===== config.mk =====
export PLATFORM = sky130hd
export DESIGN_NAME = pong_match_ctrl
export DESIGN_NICKNAME = d
export VERILOG_FILES = /design/src/rtl/pong_pkg.sv /design/src/rtl/pong_match_ctrl_key_edge.sv /design/src/rtl/pong_match_ctrl.sv
export SDC_FILE = /design/constraint.sdc
export NUM_CORES = 1
export LEC_CHECK = 0
export CAP_MARGIN = 20
export CELL_PAD_IN_SITES_DETAIL_PLACEMENT = 1
export CELL_PAD_IN_SITES_GLOBAL_PLACEMENT = 1
export CORE_ASPECT_RATIO = 0.5
export CORE_MARGIN = 3
export CORE_UTILIZATION = 40
export CTS_CLUSTER_SIZE = 20
export DETAILED_ROUTE_END_ITERATION = 8
export GPL_ROUTABILITY_DRIVEN = 0
export GPL_TIMING_DRIVEN = 0
export PLACE_DENSITY = 0.83
export SKIP_CTS_REPAIR_TIMING = 1
export SYNTH_ARGS = -nofsm -noshare
export SYNTH_HDL_FRONTEND = slang
export SYNTH_HIERARCHICAL = 1
export SYNTH_SLANG_ARGS = --single-unit

===== constraint.sdc =====
create_clock -name clk_i -period 2.08 [get_ports clk_i]
set_input_delay 0.52 -clock clk_i [delete_from_list [all_inputs] [get_ports clk_i]]
set_output_delay 0.52 -clock clk_i [all_outputs]
set_load 0.02 [all_outputs]

===== src/rtl/pong_pkg.sv =====
// Shared types and defaults for the pong match sequencer.
package pong_pkg;

  typedef enum logic [2:0] {
    IDLE      = 3'd0,
    SERVE     = 3'd1,
    PLAY      = 3'd2,
    PAUSE     = 3'd3,
    POINT     = 3'd4,
    GAME_OVER = 3'd5
  } match_state_t;

  localparam int unsigned WIN_SCORE_DEF    = 7;
  localparam int unsigned SERVE_FRAMES_DEF = 60;

endpackage


===== src/rtl/pong_match_ctrl_key_edge.sv =====
// Registered rising-edge detector for a raw key level.
module key_edge (
  input  logic clk_i,
  input  logic rst_ni,
  input  logic key_i,
  output logic evt_o
);

  logic prev_q;

  always_ff @(posedge clk_i) begin
    if (!rst_ni) begin
      prev_q <= 1'b0;
      evt_o  <= 1'b0;
    end else begin
      prev_q <= key_i;
      evt_o  <= key_i & ~prev_q;
    end
  end

endmodule


===== src/rtl/pong_match_ctrl.sv =====
// Match sequencer: state machine, scores, serve/point timing and pause.
module pong_match_ctrl
  import pong_pkg::*;
#(
  parameter int unsigned WIN_SCORE    = WIN_SCORE_DEF,
  parameter int unsigned SERVE_FRAMES = SERVE_FRAMES_DEF,
  parameter int unsigned POINT_FRAMES = 30,
  parameter int unsigned SCORE_W      = 4,
  parameter int unsigned FRAME_CNT_W  = 8
) (
  input  logic               clk_i,
  input  logic               rst_ni,
  input  logic               new_frame_i,
  input  logic               start_key_i,
  input  logic               pause_key_i,
  input  logic               miss_player_i,
  input  logic               miss_pc_i,
  output logic               run_o,
  output logic               serve_o,
  output logic               serve_dir_o,
  output logic [SCORE_W-1:0] score_player_o,
  output logic [SCORE_W-1:0] score_pc_o,
  output logic [2:0]         state_o,
  output logic               winner_o
);

  localparam logic [SCORE_W-1:0]     WIN_L   = SCORE_W'(WIN_SCORE);
  localparam logic [FRAME_CNT_W-1:0] SERVE_L = FRAME_CNT_W'(SERVE_FRAMES);
  localparam logic [FRAME_CNT_W-1:0] POINT_L = FRAME_CNT_W'(POINT_FRAMES);

  match_state_t           state_q, state_d;
  logic [FRAME_CNT_W-1:0] cnt_q;
  logic [SCORE_W-1:0]     sp_q, spc_q;
  logic                   dir_q, run_q, serve_q;
  logic                   start_evt, pause_evt;
  logic                   load_serve, load_point, cnt_dec;
  logic                   clr_scores, inc_player, inc_pc;
  logic                   cnt_zero, win_reached;
  logic                   both_miss, pc_only, pl_only, pause_only;

  key_edge u_start_edge (
    .clk_i  (clk_i),
    .rst_ni (rst_ni),
    .key_i  (start_key_i),
    .evt_o  (start_evt)
  );

  key_edge u_pause_edge (
    .clk_i  (clk_i),
    .rst_ni (rst_ni),
    .key_i  (pause_key_i),
    .evt_o  (pause_evt)
  );

  assign cnt_zero    = (cnt_q == '0);
  assign win_reached = (sp_q == WIN_L) || (spc_q == WIN_L);
  assign both_miss   = miss_pc_i & miss_player_i;
  assign pc_only     = miss_pc_i & ~miss_player_i;
  assign pl_only     = miss_player_i & ~miss_pc_i;
  assign pause_only  = pause_evt & ~miss_pc_i & ~miss_player_i;

  always_comb begin
    state_d    = state_q;
    load_serve = 1'b0;
    load_point = 1'b0;
    cnt_dec    = 1'b0;
    clr_scores = 1'b0;
    inc_player = 1'b0;
    inc_pc     = 1'b0;
    case (state_q)
      IDLE: if (start_evt) begin
        clr_scores = 1'b1;
        load_serve = 1'b1;
        state_d    = SERVE;
      end
      SERVE: if (new_frame_i) begin
        if (cnt_zero) state_d = PLAY;
        else          cnt_dec = 1'b1;
      end
      PLAY: begin
        // a miss outranks a pause edge in the same cycle
        unique case (1'b1)
          both_miss: begin
            load_point = 1'b1;
            state_d    = POINT;
          end
          pc_only: begin
            inc_player = 1'b1;
            load_point = 1'b1;
            state_d    = POINT;
          end
          pl_only: begin
            inc_pc     = 1'b1;
            load_point = 1'b1;
            state_d    = POINT;
          end
          pause_only: state_d = PAUSE;
          default: ;
        endcase
      end
      PAUSE: begin
        if (start_evt)      state_d = IDLE;
        else if (pause_evt) state_d = PLAY;
      end
      POINT: if (new_frame_i) begin
        if (!cnt_zero) begin
          cnt_dec = 1'b1;
        end else if (win_reached) begin
          state_d = GAME_OVER;
        end else begin
          load_serve = 1'b1;
          state_d    = SERVE;
        end
      end
      GAME_OVER: if (start_evt) state_d = IDLE;
      default: state_d = IDLE;
    endcase
  end

  always_ff @(posedge clk_i) begin
    if (!rst_ni) begin
      state_q <= IDLE;
      run_q   <= 1'b0;
      serve_q <= 1'b0;
    end else begin
      state_q <= state_d;
      run_q   <= (state_d == PLAY);
      serve_q <= (state_q == SERVE) && (state_d == PLAY);
    end
  end

  always_ff @(posedge clk_i) begin
    if (!rst_ni)         cnt_q <= '0;
    else if (load_serve) cnt_q <= SERVE_L;
    else if (load_point) cnt_q <= POINT_L;
    else if (cnt_dec)    cnt_q <= cnt_q - 1'b1;
  end

  always_ff @(posedge clk_i) begin
    if (!rst_ni) begin
      sp_q  <= '0;
      spc_q <= '0;
      dir_q <= 1'b1;
    end else if (clr_scores) begin
      sp_q  <= '0;
      spc_q <= '0;
    end else begin
      // the next serve goes toward whoever just lost the point
      if (inc_player) begin
        if (sp_q != WIN_L) sp_q <= sp_q + 1'b1;
        dir_q <= 1'b0;
      end
      if (inc_pc) begin
        if (spc_q != WIN_L) spc_q <= spc_q + 1'b1;
        dir_q <= 1'b1;
      end
    end
  end

  assign run_o          = run_q;
  assign serve_o        = serve_q;
  assign serve_dir_o    = dir_q;
  assign score_player_o = sp_q;
  assign score_pc_o     = spc_q;
  assign state_o        = state_q;
  assign winner_o       = (state_q == GAME_OVER) && (sp_q == WIN_L);

endmodule

==> out/qor.yml, run 1 <==
grt:
  grt_pass1_wl_mm: 5.79
  track_usage_pct: 18.0
  grt_pass1_vias: 1229
  grt_overflow: 0
  antenna_found_initial: 0
  grt_start_max_net_pins: 16
clock_network:
  path_clk_slew_ns: 0.09
  clock-root-buffer: "clkbuf_8"
  cts_tree: "done"
  htreeDepth: 1
  insertion_delay_ns: 0.28
  clockBufferDepth: 2
  cts_inserted_buffers: 3
  clock-sinks: 26
synth:
  yosys_warnings: 6
  yosysSeqAreaShare_pct: 37.2
  ys.flop_type: "dfxtp_1"
  syn-cell-area_um2: 1400
  synthCells: 156
  synth.ff_latch_count: 26
  synth_enable_flop_cells: 0
  synthesis.nets: 167
  ys_types: 48
  async_flop_share_pct: 0
  avgSynthCellArea_um2: 8.96
worst_setup_path:
  crit_fanout: 5
  cp_cell_sequence: "ha_1 -> nand3b_1 -> nor3_2 -> clkbuf_2"
  max_stage_delay_ns: 0.37
  required_ns: 1.56
  crit_start: "score_player_o[0]$_SDFFE_PP0P_"
  arrival_ns: 1.37
  cp_top_family: "flip-flops"
  rr_startpoint: "cnt_q[0]$_SDFFE_PP0P_"
  start_kind: "register"
  worst-path-buf-inv: 1
  slowest_stage: "dfxtp_2"
  worstSetupPathType: "reg -> out"
  end_kind: "output pin"
timing:
  final_hold_viol_count: 0
  finalCriticalPeriod_ns: 1.89
  fmax_mhz: 529
  clock_skew_ns: 0.00265
  slew_violations: 0
  max-slew-margin-rel_pct: 67.0
  rsz0062_at_grt: "false"
  timing.hold.ws_ns: 0.477
  tightest_slew_ns: 0.491
  setup_ws_ns: 0.191
  finalSetupViolCount: 0
  finalCritPeriodShare_pct: 90.8
detailed_routing:
  first_pass_iters: 4
  post_drt_wl_per_cell_um: 15.0
  drc: 0
  drt_iter0_drc: 50
  viasPerCell: 5.54
  ant_nets: 0
  via_count: 1268
  routed_wl_mm: 3.44
power_and_ir_drop:
  power_mw: 1.18
  power_density_nw_per_um2: 676
  ir_drop_v: 0.000262
  p_leak_nw: 0.675
placement:
  place_area_um2: 1670
  dp_worst_setup_slack_ns: -0.0597
  io_buffer_count: 21
  hpwl_mm: 2.63
cells_and_area:
  drive_gt1_share_pct: 11.0
  final_cell_area_um2: 1750
  final_common_cell: "dfxtp_1"
  final_cell_mix: "24 x dfxtp_1, 20 x clkdlybuf4s50_1, 12 x nor2_1"
  area_growth_pct: 25.1
  nNetsFinal: 193
  antenna_cells: 0
die:
  start_util_pct: 44.1
  core.rowCount: 14
  die-area_um2: 4280
  die_h_um: 47.8
  fp.coreArea_um2: 3170
  die_w_um: 89.6
  io-pin-count: 22
min_path:
  hp-class: "reg -> reg"
  hp-start: "serve_dir_o$_SDFFE_PN1P_"
job:
  drv_cap: 0
outcome:
  status: "completed"
power breakdown:
group          internal, mW  leakage, nW  switching [mW]
sequential            0.517        0.213          0.0228
clock                 0.258       0.0357           0.172
combinational        0.0916        0.427           0.120
layer usage:
metal	GRT usage (%)	wire length [µm]	vias to the layer above
li1	-	-	628
met1	22.5	1690	614
met2	31.7	1620	22
met3	4.81	99	4
met4	4.45	34	0
met5	0	0	-
synthesized netlist by cell type, types with 3 or more instances:
cell type / number / share of area, %
xor2_1: 3 / 1.9
inv_1: 5 / 1.3
a31oi_1: 5 / 2.2
o31ai_1: 3 / 1.6
nand2_1: 10 / 2.7
nor2_1: 12 / 3.2
nor3_1: 3 / 1.1
nor2b_1: 4 / 1.8
nand3b_1: 3 / 1.6
nand2b_1: 4 / 1.8
dfxtp_1: 26 / 37
or4_1: 4 / 2.1
mux2i_1: 5 / 3.6
and2_1: 3 / 1.3
ha_1: 4 / 3.6
nand3_1: 8 / 2.9
o21ai_0: 5 / 1.8
nand4_1: 3 / 1.3
a21oi_1: 7 / 2.5
and3_1: 5 / 2.2
or3_1: 4 / 1.8
kinds of logic after synthesis:
group	count (synthesis)	synth area share, %
AOI/OAI and AO/OA	29	14.3
xor gates and xnor gates	5	3.67
DFF	26	37.2
buffers and inverters	8	3.04
and+or+nand+nor	79	34.6
muxes	5	3.58
adders and majority gates	4	3.58
worst reg2reg max path, cell delays in order, from the launching register on:
cell	delay, ns
dfxtp_1	0.38
inv_1	0.10
ha_1	0.21
or4b_4	0.24
or2b_1	0.26
or4_1	0.47
a21oi_1	0.14
stage by stage:
step | instances | utilization, % | TNS [ns]
after detailed placement | 225 | 52.6 | -0.178
after global routing | 229 | 55.1 | 0
after floorplan | 156 | - | 0
after global placement | 225 | 52.6 | -0.0355
after CTS | 229 | 54.9 | -0.354
final | 229 | 55.1 | 0
sequential cells by signal (all words and copies together) (netlist names):
signal,flops
cnt_q,8
run_o,1
score_pc_o,4
score_player_o,4
serve_dir_o,1
serve_o,1
state_o,3
u_pause_edge/evt_o,1
u_pause_edge/prev_q,1
u_start_edge/evt_o,1
u_start_edge/prev_q,1
final timing paths:
check | endpoint | slack (ns) | cells after the start
setup / recovery | winner_o | 0.19 | 4
hold / removal | serve_dir_o$_SDFFE_PN1P_ | 0.48 | 2
setup reg to reg | cnt_q[7]$_SDFFE_PP0P_ | 0.22 | 6
hold reg to reg | serve_dir_o$_SDFFE_PN1P_ | 0.48 | 2
final cells by class:
| class | count | area [µm²] |
|---|---|---|
| Buffer | 3 | 23.8 |
| Clock buffer | 3 | 41.3 |
| Clock inverter | 1 | 30.0 |
| Fill cell | 371 | 1420 |
| Inverter | 5 | 18.8 |
| Multi-Input combinational cell | 122 | 846 |
| Sequential cell | 26 | 523 |
| Tap cell | 48 | 60.1 |
| Timing Repair Buffer | 21 | 205 |
No activity file was read; power rests on OpenSTA's default activity.
==> run 2, diff against run 1 <==
--- a/config.mk
+++ b/config.mk
@@ -8,7 +8,7 @@
 export CAP_MARGIN = 20
 export CELL_PAD_IN_SITES_DETAIL_PLACEMENT = 1
 export CELL_PAD_IN_SITES_GLOBAL_PLACEMENT = 1
-export CORE_ASPECT_RATIO = 0.5
+export CORE_ASPECT_RATIO = 1.25
 export CORE_MARGIN = 3
 export CORE_UTILIZATION = 40
 export CTS_CLUSTER_SIZE = 20
==> run 2 against run 1 <==
- fmax is 3.9% lower
- clock power is 20% lower
- highest routed layer unchanged
- count of clock-buffer cells in the layout increased by 1
- non-clock buffer count is 2 higher
- first-iteration DRC count grew 12%
- clock skew up 0.0022 ns
- final cell count fell by 3.9%
- largest cell class unchanged
- combinational power is essentially flat
- utilization is 2.7 points lower
==> out/qor.yml, run 2 (synthesized netlist as in run 1, its figures left out) <==
cells_and_area:
  final_util_pct: 52.4  # -2.7 points
  largest_register_ffs: 8  # unchanged
  antenna_cells: 0  # unchanged
  n_fill_cell: 395  # +6.5%
  regArea_um2: 520  # -0.48%
  final_cell_mix: "26 x dfxtp_1, 20 x clkdlybuf4s50_1, 12 x nor2_1"
  drive_gt1_share_pct: 9.84  # -1.2 points
  final_common_cell: "dfxtp_1"
  nNetsFinal: 195  # +1.0%
  area_growth_pct: 23.0
  multiInputGateArea_um2: 835  # -1.3%
  top_register: "cnt_q"
clock_network:
  clock-sinks: 26  # unchanged
  cts_inserted_buffers: 3  # unchanged
  path_clk_slew_ns: 0.10  # about the same
  clockBufferDepth: 2  # unchanged
  insertion_delay_ns: 0.28  # about the same
  cts_tree: "done"
  clock-root-buffer: "clkbuf_8"
  htreeDepth: 1  # unchanged
grt:
  grt_start_max_net_pins: 15  # -1
  grt_overflow: 0  # unchanged
  grt_pass1_wl_mm: 6.18  # +6.7%
  track_usage_pct: 18.8  # +0.79 points
  antenna_found_initial: 0  # unchanged
  grt_pass1_vias: 1359  # +11%
worst_setup_path:
  crit_fanout: 4  # -1
  max_stage_delay_ns: 0.40  # +0.03 ns
  end_kind: "output pin"
  arrival_ns: 1.45  # +0.08 ns
  cp_top_family: "flip-flops"
  slowest_stage: "dfxtp_1"
  start_kind: "register"
  worstSetupPathType: "reg -> out"
  worst-path-buf-inv: 1  # unchanged
  cp_cell_sequence: "ha_1 -> nand3b_1 -> nor3_1 -> clkbuf_2"
  required_ns: 1.56  # about the same
detailed_routing:
  via_count: 1285  # +1.3%
  routed_wl_mm: 3.70  # +7.6%
  drt_iter0_drc: 56  # +12%
  drc: 0  # unchanged
  post_drt_wl_per_cell_um: 16.8  # +12%
  first_pass_iters: 4  # unchanged
  ant_nets: 0  # unchanged
  viasPerCell: 5.84  # +5.5%
timing:
  finalSetupViolCount: 0  # unchanged
  rsz0062_at_grt: "false"
  setup_ws_ns: 0.115  # -0.0762 ns
  tns_ns: 0  # unchanged
  slew_violations: 0  # unchanged
  final_hold_viol_count: 0  # unchanged
  finalCriticalPeriod_ns: 1.97  # +0.0762 ns
  fmax_mhz: 509  # -3.9%
  tightest_slew_ns: 0.554  # +0.0630 ns
  clock_skew_ns: 0.00489  # +0.00224 ns
  max-slew-margin-rel_pct: 62.5  # -4.4 points
  timing.hold.ws_ns: 0.490  # +0.0124 ns
  finalCritPeriodShare_pct: 94.5  # +3.7 points
placement:
  dp_worst_setup_slack_ns: -0.0740  # -0.0142 ns
  io_buffer_count: 21  # unchanged
  hpwl_mm: 2.70  # +2.9%
outcome:
  status: "completed"
die:
  fp.coreArea_um2: 3280  # +3.5%
  start_util_pct: 42.6  # -1.5 points
  die-area_um2: 4240  # -0.90%
  core.rowCount: 23  # +9
  die_w_um: 58.9  # -34%
  io-pin-count: 22  # unchanged
  die_h_um: 72.1  # +51%
power_and_ir_drop:
  p_leak_nw: 0.673  # -0.40%
  ir_drop_v: 0.000408  # +56%
  power_mw: 1.10  # -7.1%
  power_density_nw_per_um2: 638  # -5.5%
job:
  drv_cap: 0  # unchanged
min_path:
  hp-class: "reg -> reg"
## run 2: cell count changes in the layout (fill, tap and decap cells not counted)
cell,previous run,this run
dfxtp_2,2,0
nor3_2,1,0
nor3_1,2,3
dfxtp_1,24,26
nor4b_1,0,1
buf_4,1,3
clkbuf_8,3,4
nor4b_2,1,0
bufinv_16,1,0
## run 2: final timing paths
check | startpoint | to | slack, ns | cells past startpoint
max reg2reg | cnt_q[0]$_SDFFE_PP0P_ | cnt_q[0]$_SDFFE_PP0P_ | 0.12 | 6
min reg2reg | serve_dir_o$_SDFFE_PN1P_ | serve_dir_o$_SDFFE_PN1P_ | 0.49 | 2
min | serve_dir_o$_SDFFE_PN1P_ | serve_dir_o$_SDFFE_PN1P_ | 0.49 | 2
max | score_player_o[0]$_SDFFE_PP0P_ | winner_o | 0.11 | 4
## run 2: per-layer routing
layer,track usage [%],routed length (µm)
met1,23.0,1580
met2,32.8,1960
met3,2.49,96
met4,7.05,63
met5,0,0
## run 2: per-stage QoR
stage	area, µm²	instances
after global routing	1720	220
after global placement	1650	214
final	1720	220
after detailed placement	1650	214
after floorplan	1400	156
after CTS	1710	218
## run 2: layout make-up
type / instances / area share [%]
Multi-Input combinational cell: 122 / 48.5
Sequential cell: 26 / 30.3
Timing Repair Buffer: 23 / 12.8
Clock buffer: 4 / 3.20
Tap cell: 37 / 2.69
Buffer: 3 / 1.38
Inverter: 5 / 1.09
## run 2: power by group
group          internal, mW  switching (mW)
logic                0.0898           0.124
registers             0.517          0.0223
clock network         0.170           0.175
## run 2: worst register-to-register path: cells and delay by family (launching register included)
family | cells | cell delay, ns
DFF | 1 | 0.35
AOI/OAI and AO/OA | 1 | 0.40
and+or+nand+nor | 3 | 0.80
adders and majority gates | 1 | 0.19
buffers and inverters | 1 | 0.12
